### src/rtl/sampled_value_seq.sv
// Stimulus sequencer and golden reference for $changed/$stable/$rose/$fell checks.
// Optional SVF_SEQ_SELFCHECK_EN adds obs_changed/mismatch/mismatch_cnt for monitor comparison.
module sampled_value_seq #(
    parameter int MAX_CYC = 11,
    parameter int WIDTH   = 1,
    parameter int CYC_W   = 8
) (
    input  logic             clk,
    input  logic             rst_n,
    input  logic             start,
    input  logic             abort,
    input  logic [1:0]       mode,
    input  logic [3:0]       period,
    output logic [WIDTH-1:0] val,
    output logic [WIDTH-1:0] past_val,
    output logic             changed,
    output logic             stable,
    output logic             rose,
    output logic             fell,
    output logic [CYC_W-1:0] cyc,
    output logic             busy,
    output logic             done
`ifdef SVF_SEQ_SELFCHECK_EN
    ,
    input  logic             obs_changed,
    output logic             mismatch,
    output logic [7:0]       mismatch_cnt
`endif
);

    typedef enum logic [1:0] {IDLE, RUN, DONE} state_t;

    localparam logic [1:0]       MODE_HOLD  = 2'd1;
    localparam logic [1:0]       MODE_PULSE = 2'd2;
    localparam logic [1:0]       MODE_INC   = 2'd3;
    localparam logic [CYC_W-1:0] LAST_CYC   = CYC_W'(MAX_CYC - 1);

    state_t      state;
    logic [1:0]  mode_q;
    logic [3:0]  period_q;
    logic [3:0]  div;
    logic        valid;
    logic        accept;

    // Pulse mode's first step is a plain toggle; its hold counting happens only in RUN.
    function automatic logic [WIDTH-1:0] next_val(input logic [1:0] m, input logic [WIDTH-1:0] v);
        case (m)
            MODE_HOLD: return v;
            MODE_INC:  return v + WIDTH'(1);
            default:   return ~v;
        endcase
    endfunction

    assign accept = (state == IDLE) && start && !abort;

    always_ff @(posedge clk or negedge rst_n) begin
        if (!rst_n) begin
            state    <= IDLE;
            val      <= '0;
            past_val <= '0;
            cyc      <= '0;
            div      <= '0;
            mode_q   <= '0;
            period_q <= '0;
            done     <= 1'b0;
        end else begin
            case (state)
                IDLE: begin
                    done <= 1'b0;
                    if (accept) begin
                        mode_q   <= mode;
                        period_q <= period;
                        past_val <= val;
                        val      <= next_val(mode, val);
                        cyc      <= '0;
                        div      <= '0;
                        state    <= RUN;
                    end
                end
                RUN: begin
                    if (abort) begin
                        state <= IDLE;
                    end else begin
                        past_val <= val;
                        if (mode_q == MODE_PULSE) begin
                            if (div == period_q) begin
                                val <= ~val;
                                div <= '0;
                            end else begin
                                div <= div + 4'd1;
                            end
                        end else begin
                            val <= next_val(mode_q, val);
                        end
                        if (cyc == LAST_CYC) begin
                            state <= DONE;
                            done  <= 1'b1;
                        end else begin
                            cyc <= cyc + CYC_W'(1);
                        end
                    end
                end
                DONE: begin
                    state <= IDLE;
                    done  <= 1'b0;
                end
                default: begin
                    state <= IDLE;
                    done  <= 1'b0;
                end
            endcase
        end
    end

    assign valid   = (state == RUN);
    assign busy    = valid;
    assign changed = valid && (val != past_val);
    assign stable  = valid && (val == past_val);
    assign rose    = valid && val[0] && !past_val[0];
    assign fell    = valid && !val[0] && past_val[0];

`ifdef SVF_SEQ_SELFCHECK_EN
    always_ff @(posedge clk or negedge rst_n) begin
        if (!rst_n) begin
            mismatch     <= 1'b0;
            mismatch_cnt <= '0;
        end else begin
            mismatch <= 1'b0;
            if (accept) begin
                mismatch_cnt <= '0;
            end else if (valid && (obs_changed != changed)) begin
                mismatch <= 1'b1;
                if (mismatch_cnt != 8'hFF)
                    mismatch_cnt <= mismatch_cnt + 8'd1;
            end
        end
    end
`endif

endmodule

### config.mk
export PLATFORM = sky130hd
export DESIGN_NAME = sampled_value_seq
export DESIGN_NICKNAME = d
export VERILOG_FILES = /design/src/rtl/sampled_value_seq.sv
export SDC_FILE = /design/constraint.sdc
export NUM_CORES = 1
export LEC_CHECK = 0
export CAP_MARGIN = 25
export CORE_UTILIZATION = 45
export CTS_CLUSTER_DIAMETER = 60
export DETAILED_ROUTE_END_ITERATION = 12
export PLACE_DENSITY = 0.83
export RECOVER_POWER = 50
export SLEW_MARGIN = 20
export SYNTH_ARGS = -nofsm -noshare
export SYNTH_HDL_FRONTEND = slang
export SYNTH_SLANG_ARGS = --single-unit
### constraint.sdc
create_clock -name clk -period 1.6 [get_ports clk]
set_input_delay 0.32 -clock clk [delete_from_list [all_inputs] [get_ports clk]]
set_output_delay 0.32 -clock clk [all_outputs]
set_load 0.01 [all_outputs]
==> results of run 1 <==
where the power goes:
part	switching, mW	internal [mW]
registers	0.118	0.675
clock network	0.181	0.0975
logic	0.317	0.419
cell families after synthesis:
logic type	count (synthesis)	share of synthesized area
xor gates and xnor gates	9	0.102
buffers and inverters	7	0.0243
AOI/OAI and AO/OA	16	0.0983
DFF	23	0.448
and+or+nand+nor	47	0.210
muxes	10	0.0876
adders and majority gates	3	0.0292
cell type report:
class	instances	area, um^2
fill	199	817
multi-input combinational	85	776
sequential	23	583
timing repair buffer	57	474
tap	31	38.8
clock buffer	4	26.3
inverter	5	18.8
worst reg2reg max path, stage by stage, from the launching register on:
cell     delay [ns]
dfrtp_1        0.42
nor4b_1        0.32
buf_4          0.17
nand4_1        0.14
nand2_2        0.15
mux2_4         0.31
placed cells by master, fill, tap and decap left out, types with 3 or more instances in the layout:
master,netlist,routed
inv_1,4,4
nand3_1,6,6
o21ai_0,4,4
nor2_1,10,9
dfrtp_2,0,6
clkdlybuf4s50_1,0,13
dlygate4sd2_1,0,7
mux2_1,5,3
buf_2,1,4
mux2_2,5,5
nand2_1,7,6
ha_1,3,3
buf_4,1,27
nor3_1,3,3
buf_6,0,4
clkbuf_4,0,3
and2_1,3,3
xnor2_1,3,3
dfrtp_1,23,17
timing repair:
action	in CTS	in global routing
endpoints found under the setup margin	17	14
resized for setup	33	23
setup buffers	6	2
cloned	0	0
pin swaps	2	14
state kept, by name, summed over array words and instances, names as in the netlist:
signal    flops
cyc           8
done          1
div           4
mode_q        2
period_q      4
state         2
val           1
past_val      1
routing by layer:
layer  global-route usage  routed length [um]  vias to the layer above
met2                0.408                1830                       35
met4               0.0607                  79                        0
met3               0.0281                 152                       12
li1                     -                   -                      521
met5                    0                   0                        -
met1                0.237                1300                      562
how the worst max path moves through the flow:
stage                 from      end  slack, ns  cells after the start
finish              cyc[2]   cyc[0]      -0.02                      5
global placement     abort   cyc[1]      -0.21                      5
CTS                    val  changed      -0.01                      4
global route           val  changed      -0.08                      4
floorplan           cyc[2]   cyc[0]       0.04                      4
detailed placement   abort   cyc[0]      -0.27                      5
through the flow:
step,instances,hold slack (ns),utilization
6_report,205,0.513,0.701
2_1_floorplan,115,0.0244,-
3_3_place_gp,193,0.479,0.637
5_1_grt,205,0.546,0.701
3_5_place_dp,193,0.483,0.637
4_1_cts,203,0.361,0.664
==> results.sh, run 1 <==
export IMPL_yosysMostFrequentCell="dfrtp_1"
export IMPL_async_flop_share=1.00
export IMPL_cp_top_family="simple AND/OR/NAND/NOR gates"
export IMPL_failed_checks="setup timing"
export IMPL_coreArea_um2=2730
export IMPL_cp_max_fo=3
export IMPL_synthToLayoutAreaGrowth_pct=49.2
export IMPL_slew_headroom=0.605
export IMPL_syn_nets=128
export IMPL_die_w_um=55.4
export IMPL_via_per_inst=5.51
export IMPL_hp_class="flop to flop"
export IMPL_wl_per_cell_um=16.4
export IMPL_ys_seq_area_frac=0.448
export IMPL_place_congestion=0.826
export IMPL_placed_area_um2=1740
export IMPL_h_tree_depth=1
export IMPL_pin_count=26
export IMPL_synth_edf_count=0
export IMPL_rr_endpoint="cyc[0]"
export IMPL_tightest_slew_ns=0.593
export IMPL_antennaDiodeCount=0
export IMPL_timing_rr_start="cyc[2]"
export IMPL_cpPeakStageDelay_ns=0.42
export IMPL_die_area_um2=3070
export IMPL_cp_data_arrival_time_ns=1.82
export IMPL_cap_violations=0
export IMPL_cp_data_required_time_ns=1.81
export IMPL_cts_tree="yes"
export IMPL_ys_ff_latch=23
export IMPL_synth_area_top_cells="dfrtp_1 (45%), mux2_1 (4.4%), mux2_2 (4.4%)"
export IMPL_setup_viol=3
export IMPL_first_global_vias=1181
export IMPL_grt_overflow_total=0
export IMPL_min_to="done"
export IMPL_cts_buffers_inserted=3
export IMPL_worstHoldStart="done"
export IMPL_cp_cell_sequence="nor4b_1, buf_4, nand4_1, nand2_2, mux2_4"
export IMPL_dr_pass1_iters=4
export IMPL_timing_final_crit_share=1.01
export IMPL_rrSetupSlack_ns=-0.02
export IMPL_cts_hold_buf=0
export IMPL_track_usage=0.211
export IMPL_status="finished, violations left"
export IMPL_worst_setup_path_start_kind="flop"
export IMPL_drive_gt1_frac=0.437
export IMPL_setup_ws_ns=-0.0165
export IMPL_drv_slew=0
export IMPL_finalInstanceArea_um2=1920
export IMPL_critical_path_buf_inv_count=1
export IMPL_yosys_top_cells_count="dfrtp_1 (23), nor2_1 (10), nand2_1 (7)"
export IMPL_rsz0062_at_grt="yes"
export IMPL_finalSetupTns_ns=-0.0339
export IMPL_crit_path_top_delay_cell="dfrtp_1"
export IMPL_synth_top_area_frac=0.448
export IMPL_synth_cell_types=40
export IMPL_p_per_area_nw_per_um2=943
export IMPL_reg2reg_depth=5
export IMPL_rows=19
export IMPL_yosys_warnings=0
export IMPL_critPathKind="flop to flop"
export IMPL_drt_iter0_markers=19
export IMPL_postSynthCellCount=115
export IMPL_layout_min_cycle_time_ns=1.62
export IMPL_start_util=0.470
export IMPL_clock_fmax_ghz=0.619
export IMPL_fin_skew_ns=0.00827
export IMPL_end_kind="flop"
export IMPL_num_vias=1130
export IMPL_pre_cts_ws_ns=-0.274
export IMPL_p_total_mw=1.81
export IMPL_ir_drop_uv=772
export IMPL_clock_latency_ns=0.32
export IMPL_synthFlopType="dfrtp_1"
export IMPL_nNetsFinal=188
export IMPL_antenna_found_initial=0
export IMPL_clkTransAtPathRegs_ns=0.13
export IMPL_cts_root_buffer="clkbuf_4"
export IMPL_cts_sinks=23
export IMPL_dp_hpwl_um=2210
export IMPL_io_buffers=25
export IMPL_avgSynthCellArea_um2=11.2
export IMPL_p_leak_nw=0.887
export IMPL_min_path_cells=1
export IMPL_grt_max_degree=24
export IMPL_antenna_left=0
export IMPL_drc=0
export IMPL_synth_area_leader_cell="dfrtp_1"
export IMPL_hold_viol_final=0
export IMPL_clock_path_buffers=2
export IMPL_drt_total_wl_um=3370
export IMPL_grt_pass1_wl_um=5070
export IMPL_synth_area_um2=1280
export IMPL_dieHeight_um=55.4
Power figures use the tool's default switching activity.
==> run 2, diff against run 1 <==
--- a/config.mk
+++ b/config.mk
@@ -5,7 +5,6 @@
 export SDC_FILE = /design/constraint.sdc
 export NUM_CORES = 1
 export LEC_CHECK = 0
-export CAP_MARGIN = 25
 export CORE_UTILIZATION = 45
 export CTS_CLUSTER_DIAMETER = 60
 export DETAILED_ROUTE_END_ITERATION = 12
==> results of run 2 <==
The final DEF is identical to that of run 1; final timing and power are the same.
